File: src/rtl/int_detect.sv
// Interrupt detection: builds ESTAT.IS, runs the TCFG/TVAL timer and registers the request to commit.
// Optional macro INT_HWI_SYNC_EN adds a two-flop synchronizer on hwi (default: single register stage).
module int_detect (
   input  logic        clk,
   input  logic        rst,
   input  logic [31:0] ECFG,
   input  logic        CRMD_IE,
   input  logic [7:0]  hwi,
   input  logic        ipi,
   input  logic        CSRWR_ESTAT_EN,
   input  logic [1:0]  CSRWR_ESTAT_data,
   input  logic        CSRWR_TCFG_EN,
   input  logic [31:0] CSRWR_TCFG_data,
   input  logic        CSRWR_TICLR_EN,
   input  logic        CSRWR_TICLR_data,
   input  logic        int_ack,
   output logic [12:0] ESTAT_IS,
   output logic [31:0] TCFG,
   output logic [31:0] TVAL,
   output logic        int_req
);

   logic [1:0]  swi_q;
   logic [7:0]  hwi_is_q;
   logic        ti_q;
   logic        ipi_q;
   logic        run_q;
   logic [31:0] tcfg_q;
   logic [31:0] tval_q;
   logic        int_req_q;

   logic [7:0]  hwi_stage;
   logic        expire;
   logic [31:0] tval_nxt;
   logic        run_nxt;
   logic        ti_nxt;
   logic [31:0] reload_val;
   logic [12:0] is_masked;

   logic unused_ecfg;
   assign unused_ecfg = &{1'b0, ECFG[31:13]};

`ifdef INT_HWI_SYNC_EN
   logic [7:0] hwi_p0;

   // first synchronizer flop; ESTAT_IS[9:2] is the second
   always_ff @(posedge clk) begin
      if (rst) begin
         hwi_p0 <= 8'd0;
      end else begin
         hwi_p0 <= hwi;
      end
   end

   assign hwi_stage = hwi_p0;
`else
   assign hwi_stage = hwi;
`endif

   assign reload_val = {tcfg_q[31:2], 2'b00};
   assign expire     = run_q && (tval_q == 32'd0);

   always_comb begin
      tval_nxt = tval_q;
      run_nxt  = run_q;
      ti_nxt   = ti_q;

      // a TCFG write owns TVAL and the run flag even when it lands on an expiry
      if (CSRWR_TCFG_EN) begin
         tval_nxt = {CSRWR_TCFG_data[31:2], 2'b00};
         run_nxt  = CSRWR_TCFG_data[0];
      end else if (run_q) begin
         if (tval_q != 32'd0) begin
            tval_nxt = tval_q - 32'd1;
         end else if (tcfg_q[1]) begin
            tval_nxt = reload_val;
         end else begin
            run_nxt = 1'b0;
         end
      end

      if (CSRWR_TICLR_EN && CSRWR_TICLR_data) begin
         ti_nxt = 1'b0;
      end
      if (expire) begin
         ti_nxt = 1'b1;
      end
   end

   always_ff @(posedge clk) begin
      if (rst) begin
         swi_q    <= 2'd0;
         hwi_is_q <= 8'd0;
         ti_q     <= 1'b0;
         ipi_q    <= 1'b0;
         run_q    <= 1'b0;
         tcfg_q   <= 32'd0;
         tval_q   <= 32'd0;
      end else begin
         if (CSRWR_ESTAT_EN) begin
            swi_q <= CSRWR_ESTAT_data;
         end
         if (CSRWR_TCFG_EN) begin
            tcfg_q <= CSRWR_TCFG_data;
         end
         hwi_is_q <= hwi_stage;
         ipi_q    <= ipi;
         ti_q     <= ti_nxt;
         run_q    <= run_nxt;
         tval_q   <= tval_nxt;
      end
   end

   assign ESTAT_IS  = {ipi_q, ti_q, 1'b0, hwi_is_q, swi_q};
   assign is_masked = ESTAT_IS & ECFG[12:0];

   // int_ack forces a one-cycle bubble while commit drops CRMD.IE
   always_ff @(posedge clk) begin
      if (rst) begin
         int_req_q <= 1'b0;
      end else if (int_ack) begin
         int_req_q <= 1'b0;
      end else begin
         int_req_q <= CRMD_IE && (is_masked != 13'd0);
      end
   end

   assign TCFG    = tcfg_q;
   assign TVAL    = tval_q;
   assign int_req = int_req_q;

endmodule

File: config.mk
export PLATFORM = sky130hd
export DESIGN_NAME = int_detect
export DESIGN_NICKNAME = d
export VERILOG_FILES = /design/src/rtl/int_detect.sv
export SDC_FILE = /design/constraint.sdc
export NUM_CORES = 1
export LEC_CHECK = 0
export BUFFER_PORTS_ARGS = -buffer_cell sky130_fd_sc_hd__buf_4
export CORE_MARGIN = 8
export CORE_UTILIZATION = 30
export CTS_CLUSTER_SIZE = 8
export DETAILED_ROUTE_END_ITERATION = 7
export GPL_TIMING_DRIVEN = 0
export PLACE_DENSITY = 0.52
export RECOVER_POWER = 50
export SKIP_CTS_REPAIR_TIMING = 1
export SLEW_MARGIN = 20
export SYNTH_ARGS = -nofsm -noshare
export SYNTH_HDL_FRONTEND = slang
export SYNTH_SLANG_ARGS = --single-unit
File: constraint.sdc
create_clock -name clk -period 3.8 [get_ports clk]
set_input_delay 0.57 -clock clk [delete_from_list [all_inputs] [get_ports clk]]
set_output_delay 0.57 -clock clk [all_outputs]
set_load 0.03 [all_outputs]
Word level (Yosys, flattened, before mapping)
Cells that the tools add are included.
{"block": "word_totals", "output_inout_bits": 78, "inputBits": 83, "reg_bits": 78}
{"block": "op_classes", "n_bitwise": 1, "reduce_logical": 14, "n_mux": 10, "addsub": 1}
{"op": "32-bit two-way mux", "count": 4}
{"op": "32-bit zero test", "count": 1}
{"op": "32-bit nonzero test", "count": 1}
{"op": "32-bit by 1-bit subtractor with 32-bit output, second input constant", "count": 1}
{"op": "13-bit bitwise AND", "count": 1}
{"op": "13-bit nonzero test", "count": 1}
{"op": "1-bit two-way mux", "count": 6}
{"op": "2-bit nonzero test", "count": 3}
{"op": "2-bit AND reduction", "count": 2}
{"op": "2-bit OR reduction", "count": 2}
{"op": "1-bit logical AND", "count": 3}
{"op": "3-bit nonzero test", "count": 1}

Longest topological paths before layout
Gate-level depths: netlist of the first run.
{"block": "logic_depth", "word_depth": 4, "mapped_depth": 10, "depth_no_buf": 8}

Worst setup path before layout of the first run
OpenSTA, ideal clock, no wires.
{"block": "synth_timing", "path_kind": "register to register", "startpoint": "register tval_q[0], in the netlist TVAL[0]", "endpoint": "register tval_q[23], in the netlist TVAL[23]", "path_stages_with_launch": 11, "required_ns": 3.721, "setup_ns": 0.079, "period_less_slack_ns": 2.646, "setup_slack_ns": 1.154, "path_buffers": 2, "arrival_ns": 2.567, "cell_sequence": "dfxtp_1 > inv_1 > ha_1 > or4b_2 > or4_4 > o31ai_4 > and2_1 > buf_6 > buf_6 > o21ai_1 > o211ai_1"}
{"block": "synth_between", "elab_chain_len": 4, "word_cells_on_any_way": 7}
{"item": "start: declaration", "line": "29", "text": "logic [31:0] tval_q;"}
{"item": "start signal: assignment", "line": "110", "text": "tval_q <= tval_nxt;"}
{"item": "32-bit by 1-bit subtractor with 32-bit output or 32-bit nonzero test (tied branches)", "line": "74, 73"}
{"item": "32-bit two-way mux", "line": "73", "text": "if (tval_q != 32'd0) begin"}
{"item": "32-bit two-way mux", "line": "72", "text": "end else if (run_q) begin"}
{"item": "32-bit two-way mux", "line": "69", "text": "if (CSRWR_TCFG_EN) begin"}
Several ways; a longest one is shown, not always the timed one. The select of a mux whose other input is x is not followed.
A chain may end at the register's enable or synchronous reset.

Worst setup path after layout of the first run
{"block": "layout_timing", "startpoint": "register tval_q[0], in the netlist TVAL[0]", "endpoint": "register tval_q[14], in the netlist TVAL[14]"}
Same word-level chain as after synthesis.

==> results of run 1 <==
-- sequential cells by signal, summed over array words and instances, names as in the netlist --
name / flops
int_req: 1
TCFG: 32
ipi_q: 1
ti_q: 1
TVAL: 32
swi_q: 2
hwi_is_q: 8
run_q: 1
-- synthesized netlist by cell type, types with 8 or more instances --
library cell	number	area share, %
nand2_1	53	5.1
nor2_1	43	4.1
o21ai_1	15	1.9
a21oi_1	58	7.5
dfxtp_1	78	40
nand2b_1	31	5.0
nor2b_1	11	1.8
nand3_1	17	2.2
xnor2_1	12	2.7
nor4_1	9	1.4
a221o_1	8	2.1
clkbuf_1	24	2.3
nor3_1	12	1.5
-- power groups by stage --
stage,combinational (µW),sequential (µW),clock (µW)
global placement,532,942,0
floorplan,237,1020,0
detailed placement,536,943,0
global route,544,933,984
CTS,537,926,948
finish,502,926,926
-- per-layer routing --
layer,share of wire (%),vias to the layer above
met5,0,-
met3,9.3,25
met2,44,184
met1,45,1968
li1,-,2036
met4,1.9,0
-- metrics by stage --
stage	setup slack, ns	cell area (µm²)	power, µW	cells
6_report	0.784	5210	2350	810
5_1_grt	0.590	5210	2460	810
4_1_cts	0.825	5460	2410	810
3_5_place_dp	0.834	5140	1480	794
3_3_place_gp	0.872	5140	1470	794
2_1_floorplan	1.15	3900	1260	485
-- final timing paths --
| kind | start | end | cells after the start |
|---|---|---|---|
| worst max-delay path | TVAL[0] | TVAL[14] | 10 |
| worst min-delay path | hwi[4] | hwi_is_q[4] | 2 |
| worst max register to register | TVAL[0] | TVAL[14] | 10 |
| worst min register to register | TCFG[0] | TCFG[0] | 2 |
-- kinds of logic (layout without fill, tap and decap cells) --
| group | after synthesis | in the layout | synth area share, % |
|---|---|---|---|
| simple gates | 212 | 212 | 28.0 |
| fa+ha+maj | 2 | 2 | 0.642 |
| flops | 78 | 78 | 40.1 |
| buf+inv | 41 | 194 | 4.75 |
| xor+xnor | 15 | 15 | 3.37 |
| mux | 7 | 7 | 1.80 |
| other cells | 1 | 1 | 0.0962 |
| compound gates | 129 | 129 | 21.3 |
-- area by class of cell --
cell class | instances | area, µm² | area share, %
Clock buffer | 14 | 284 | 5.45
Buffer | 36 | 166 | 3.19
Timing Repair Buffer | 137 | 777 | 14.9
Tap cell | 172 | 215 | 4.13
Sequential cell | 78 | 1560 | 30.0
Clock inverter | 2 | 37.5 | 0.720
Inverter | 5 | 18.8 | 0.360
Multi-Input combinational cell | 366 | 2150 | 41.3
-- critical path, cell delays in order (launching register included) --
cell and delay (ns):
dfxtp_1 0.35, inv_1 0.11, ha_1 0.15, or4b_2 0.64
nor4_2 0.43, and3_1 0.27, buf_2 0.28, buf_2 0.31
a21oi_1 0.11, a22oi_2 0.16, o21ai_1 0.07
==> impl_metrics.env, run 1 <==
export IMPL_outcome="finished, final reports clean"
export IMPL_gr_total_overflow=0
export IMPL_internal_power_uw=1630
export IMPL_timing_hold_ws_ns=0.433
export IMPL_fin_skew_ns=0.00605
export IMPL_postRouteWirelength_mm=15.3
export IMPL_setup_viol=0
export IMPL_num_nets_final=718
export IMPL_antenna_found_initial=0
export IMPL_drc=0
export IMPL_grtUsageMet2_pct=28.0
export IMPL_hpwl_mm=11.6
export IMPL_combPwrFrac_pct=21.3
export IMPL_crit_required_ns=4.02
export IMPL_n_antenna_cell=0
export IMPL_syn_nets=570
export IMPL_grt_pass1_wl_mm=23.2
export IMPL_cts_buffers=9
export IMPL_synth_cell_type_count=58
export IMPL_synth_edff_count=0
export IMPL_die_area_mm2=0.0169
export IMPL_grt_pass1_vias=4129
export IMPL_clock_fmax_mhz=332
export IMPL_clk_latency_ns=0.35
export IMPL_slew_headroom_pct=52.5
export IMPL_numPortBuffers=137
export IMPL_track_usage_pct=18.1
export IMPL_fp_dieH_um=130
export IMPL_synth_seq_area_share_pct=40.1
export IMPL_synthCells=485
export IMPL_drtPass1Iterations=5
export IMPL_switchingPower_uw=723
export IMPL_drv_cap=0
export IMPL_p_per_area_mw_per_mm2=452
export IMPL_synth_area_per_cell_um2=8.03
export IMPL_fin_crit_sh_pct=79.4
export IMPL_pwr_share_seq_pct=39.3
export IMPL_fin_util_pct=41.1
export IMPL_clk_pin_slew_ns=0.06
export IMPL_met1_usage_pct=23.2
export IMPL_ys_warn_count=0
export IMPL_hold_viol_final=0
export IMPL_hp_class="in -> reg"
export IMPL_p_sw_share_pct=30.7
export IMPL_cts_buffer_depth=2
export IMPL_grt_util_met3_pct=5.18
export IMPL_start_util_pct=30.7
export IMPL_wl_per_cell_um=18.9
export IMPL_drt_initial_drc_count=284
export IMPL_nFillCells=1415
export IMPL_ys_async_sr_fraction_pct=0
export IMPL_grt_start_max_net_pins=13
export IMPL_vdd_ir_drop_max_mv=0.187
export IMPL_final_common_cell="clkbuf_1"
export IMPL_reg2reg_setup_slack_ns=0.78
export IMPL_clkPwrFrac_pct=39.3
export IMPL_placementRows=41
export IMPL_io_pins=161
export IMPL_final_cell_mix="92 x clkbuf_1, 78 x dfxtp_1, 73 x buf_4"
export IMPL_rsz0062_at_grt="no"
export IMPL_clkSinkCount=78
export IMPL_period_needed_ns=3.02
export IMPL_worstSetupPathType="reg -> reg"
export IMPL_vias=4213
export IMPL_ant_nets=0
export IMPL_gp_congestion=0.874
export IMPL_critPathArrivalTime_ns=3.23
export IMPL_synth_top_flop_cell="dfxtp_1"
export IMPL_clockRootBuffer="clkbuf_16"
export IMPL_syn_area_mm2=0.00390
export IMPL_viasPerCell=5.20
export IMPL_die_w_um=130
export IMPL_core_mm2=0.0127
export IMPL_end_kind="flop"
export IMPL_worst_slew_pin_slew_ns=0.712
export IMPL_setup_tns_ns=0
export IMPL_p_leak_uw=0.00202
export IMPL_slew_viol_final=0
export IMPL_syn_to_final_growth_pct=33.7
export IMPL_worstSetupStartpointType="flop"
export IMPL_path_max_fanout=10
export IMPL_cts_max_level=3
export IMPL_drive_gt1_share_pct=16.1
export IMPL_ys_seq_elements=78
export IMPL_busiest_layer="met2"
export IMPL_tritoncts="yes"
Note: power is estimated with default switching activity, not from simulation.
==> inputs of run 2 (changes only) <==
Clock period 3.8 ns to 3.05 ns, I/O delays scaled along.
==> impl_metrics.env, run 2 (same netlist as run 1, synthesis figures left out) <==
export IMPL_setup_tns_ns=0
export IMPL_rsz0062_at_grt="no"
export IMPL_multi_input_area_mm2=0.00217
export IMPL_final_cell_mix="92 x clkbuf_1, 78 x dfxtp_1, 73 x buf_4"
export IMPL_cts_max_level=3
export IMPL_worst_slew_pin_slew_ns=0.711
export IMPL_syn_to_final_growth_pct=34.2
export IMPL_clk_latency_ns=0.35
export IMPL_worstSetupStartpointType="flop"
export IMPL_place_ws_ns=0.0837
export IMPL_grt_start_max_net_pins=13
export IMPL_drive_gt1_share_pct=16.5
export IMPL_gp_congestion=0.874
export IMPL_critPathArrivalTime_ns=3.15
export IMPL_grt_pass1_wl_mm=23.2
export IMPL_drv_cap=0
export IMPL_antenna_found_initial=0
export IMPL_crit_required_ns=3.32
export IMPL_drt_initial_drc_count=278
export IMPL_cpMostUsedCell="buf_6"
export IMPL_wl_per_cell_um=19.0
export IMPL_worstSetupPathType="reg -> reg"
export IMPL_die_w_um=130
export IMPL_viasPerCell=5.19
export IMPL_num_nets_final=718
export IMPL_grt_pass1_vias=4129
export IMPL_clockRootBuffer="clkbuf_16"
export IMPL_vdd_ir_drop_max_mv=0.235
export IMPL_cts_buffer_depth=2
export IMPL_n_antenna_cell=0
export IMPL_numPortBuffers=137
export IMPL_hold_start="hwi[4]"
export IMPL_path_max_fanout=10
export IMPL_slew_headroom_pct=52.6
export IMPL_fin_skew_ns=0.00642
export IMPL_cpLargestDelayFamily="simple AND/OR/NAND/NOR gates"
export IMPL_fin_crit_sh_pct=94.4
export IMPL_p_per_area_mw_per_mm2=562
export IMPL_tritoncts="yes"
export IMPL_vias=4201
export IMPL_start_util_pct=30.7
export IMPL_setup_viol=0
export IMPL_fp_dieH_um=130
export IMPL_drc=0
export IMPL_outcome="finished, final reports clean"
export IMPL_io_pins=161
export IMPL_hp_class="in -> reg"
export IMPL_slew_viol_final=0
export IMPL_postRouteWirelength_mm=15.4
export IMPL_crit_chain="inv_1 -> ha_1 -> or4b_2 -> or4_4 -> o31ai_4 -> and2_1 -> buf_6 -> buf_6 -> o21ai_1 -> o211ai_1"
export IMPL_hold_viol_final=0
export IMPL_clk_pin_slew_ns=0.06
export IMPL_clock_fmax_mhz=347
export IMPL_p_leak_uw=0.00202
export IMPL_r2r_start="TVAL[0]"
export IMPL_cp_startpoint="TVAL[0]"
export IMPL_placementRows=41
export IMPL_die_area_mm2=0.0169
export IMPL_fin_util_pct=41.3
export IMPL_worst_slack_ns=0.171
export IMPL_slowest_delay_ns=0.66
export IMPL_hpwl_mm=11.6
export IMPL_power_uw=2940
export IMPL_gr_total_overflow=0
export IMPL_dp_cells=794
export IMPL_cp_slowest_cell="or4b_2"
export IMPL_finalNonFillerCells=810
export IMPL_nFillCells=1412
export IMPL_drtPass1Iterations=5
export IMPL_track_usage_pct=18.1
export IMPL_cp_num_buf_inv=3
export IMPL_seq_area_mm2=0.00156
export IMPL_clkSinkCount=78
export IMPL_ant_nets=0
export IMPL_final_common_cell="clkbuf_1"
export IMPL_period_needed_ns=2.88
export IMPL_cts_buffers=9
export IMPL_end_kind="flop"
export IMPL_core_mm2=0.0127
-- run 2: cell type report --
class	count	area share (%)
clock inverters	2	0.718
multi-input cells	366	41.4
repair buffers	137	14.9
well taps	172	4.11
inverters	5	0.359
flip-flops and latches	78	29.9
plain buffers	36	3.23
clock buffers	14	5.43
-- run 2: through the flow --
stage,hold slack (ns),cell area [µm²]
2_1_floorplan,0.488,3900
3_3_place_gp,0.464,5140
3_5_place_dp,0.467,5140
4_1_cts,0.309,5460
5_1_grt,0.316,5230
6_report,0.317,5230
-- run 2: path summary, 6_finish.rpt --
path,endpoint,slack [ns],cells past startpoint
setup / recovery,TVAL[23],0.17,10
hold / removal,hwi_is_q[4],0.32,2
setup reg to reg,TVAL[23],0.17,10
hold reg to reg,TCFG[0],0.48,2
-- run 2: per-layer routing --
layer | part of all wire [%] | global-route usage [%] | up-vias
li1 | - | - | 2039
met1 | 45 | 23.2 | 1958
met2 | 44 | 28.0 | 185
met3 | 9.6 | 5.18 | 19
met4 | 1.6 | 7.31 | 0
met5 | 0 | 0 | -
-- run 2: report_power, final --
part	switching [µW]	internal, µW
combinational	403	229
sequential	73.2	1080
clock	432	724
total	908	2030
==> inputs of run 3 (changes only) <==
Settings changed: PLACE_DENSITY 0.52 to default.
==> impl_metrics.env, run 3 (same netlist as run 1, synthesis figures left out) <==
export IMPL_outcome="finished, final reports clean"
export IMPL_slew_headroom_pct=46.3
export IMPL_drive_gt1_share_pct=16.3
export IMPL_drv_cap=0
export IMPL_clock_fmax_mhz=348
export IMPL_dp_cells=794
export IMPL_end_kind="flop"
export IMPL_track_usage_pct=18.3
export IMPL_slowest_delay_ns=0.55
export IMPL_slew_viol_final=0
export IMPL_clockRootBuffer="clkbuf_16"
export IMPL_p_per_area_mw_per_mm2=544
export IMPL_timing_hold_ws_ns=0.321
export IMPL_cpLargestDelayFamily="simple AND/OR/NAND/NOR gates"
export IMPL_grt_start_max_net_pins=13
export IMPL_final_cell_mix="91 x clkbuf_1, 78 x dfxtp_1, 73 x buf_4"
export IMPL_gp_congestion=0.906
export IMPL_numPortBuffers=137
export IMPL_nFillCells=1345
export IMPL_hold_viol_final=0
export IMPL_fin_crit_sh_pct=94.1
export IMPL_fp_dieH_um=130
export IMPL_fin_util_pct=40.9
export IMPL_hpwl_mm=11.7
export IMPL_hp_class="in -> reg"
export IMPL_clk_latency_ns=0.35
export IMPL_critPathArrivalTime_ns=3.09
export IMPL_cts_buffers=9
export IMPL_cp_num_buf_inv=1
export IMPL_rsz0062_at_grt="no"
export IMPL_drc=0
export IMPL_period_needed_ns=2.87
export IMPL_worstSetupPathType="reg -> reg"
export IMPL_postRouteWirelength_mm=15.7
export IMPL_seq_area_mm2=0.00156
export IMPL_multi_input_area_mm2=0.00216
export IMPL_vias=4221
export IMPL_clkSinkCount=78
export IMPL_path_depth=8
export IMPL_cts_buffer_depth=2
export IMPL_cp_slowest_cell="or3b_2"
export IMPL_finalNonFillerCells=810
export IMPL_placementRows=41
export IMPL_cts_max_level=3
export IMPL_die_area_mm2=0.0169
export IMPL_n_antenna_cell=0
export IMPL_grt_pass1_vias=4232
export IMPL_ant_nets=0
export IMPL_num_nets_final=718
export IMPL_worstSetupStartpointType="flop"
export IMPL_crit_chain="inv_1 -> ha_1 -> or3b_2 -> nor2_1 -> nand3_1 -> o211ai_1 -> o21ai_0 -> or3_1"
export IMPL_worst_slew_pin_slew_ns=0.805
export IMPL_start_util_pct=30.7
export IMPL_antenna_found_initial=0
export IMPL_p_leak_uw=0.00202
export IMPL_path_max_fanout=5
export IMPL_die_w_um=130
export IMPL_tritoncts="yes"
export IMPL_clk_pin_slew_ns=0.06
export IMPL_syn_to_final_growth_pct=33.1
export IMPL_grt_pass1_wl_mm=23.6
export IMPL_wl_per_cell_um=19.4
export IMPL_gr_total_overflow=0
export IMPL_drt_initial_drc_count=364
export IMPL_io_pins=161
export IMPL_hold_path_depth=2
export IMPL_final_common_cell="clkbuf_1"
export IMPL_setup_viol=0
export IMPL_fin_skew_ns=0.00672
export IMPL_viasPerCell=5.21
export IMPL_core_mm2=0.0127
export IMPL_crit_required_ns=3.27
export IMPL_setup_tns_ns=0
export IMPL_vdd_ir_drop_max_mv=0.215
export IMPL_reg2regPathDepth=8
export IMPL_drtPass1Iterations=5
run 3: changes by cell type in the layout (fill, tap and decap cells not counted):
cell / delta
clkinvlp_4: -1
nor4_2: -1
nor2_1: +1
clkinv_2: +4
nor2_2: -1
bufinv_16: -1
clkbuf_8: -1
clkbuf_1: -1
nor4_1: +1
run 3: layer usage:
metal  wire, µm  global-route usage, %
met5          0                      0
met4        329                   7.17
met3       1490                   5.39
met2       7130                   29.9
met1       6760                   22.4
run 3: cell type report:
cell class,count,share of cell area [%]
Tap cell,172,4.15
Buffer,36,3.26
Inverter,5,0.362
Clock inverter,4,0.386
Clock buffer,12,5.14
Sequential cell,78,30.1
Timing Repair Buffer,137,15.0
Multi-Input combinational cell,366,41.6
run 3: metrics by stage:
step / total power [µW] / area [µm²] / setup WS (ns)
2_1_floorplan: 1570 / 3900 / 0.404
3_3_place_gp: 1830 / 5140 / 0.157
3_5_place_dp: 1840 / 5140 / 0.0922
4_1_cts: 2880 / 5430 / 0.0749
5_1_grt: 2940 / 5190 / 0.0215
6_report: 2820 / 5190 / 0.180
run 3: path summary, 6_finish.rpt:
| kind | slack, ns | start | to |
|---|---|---|---|
| hold reg to reg | 0.48 | TCFG[0] | TCFG[0] |
| hold / removal | 0.32 | hwi[7] | hwi_is_q[7] |
| setup reg to reg | 0.18 | TVAL[0] | TVAL[30] |
| setup / recovery | 0.18 | TVAL[0] | TVAL[30] |
run 3: power breakdown:
group          switching [µW]  total [µW]  leakage, µW  internal (µW)
Combinational             407         634      0.00122            227
Clock                     422        1030     0.000148            612
Sequential               71.3        1150     0.000644           1080
Total                     901        2820      0.00202           1920
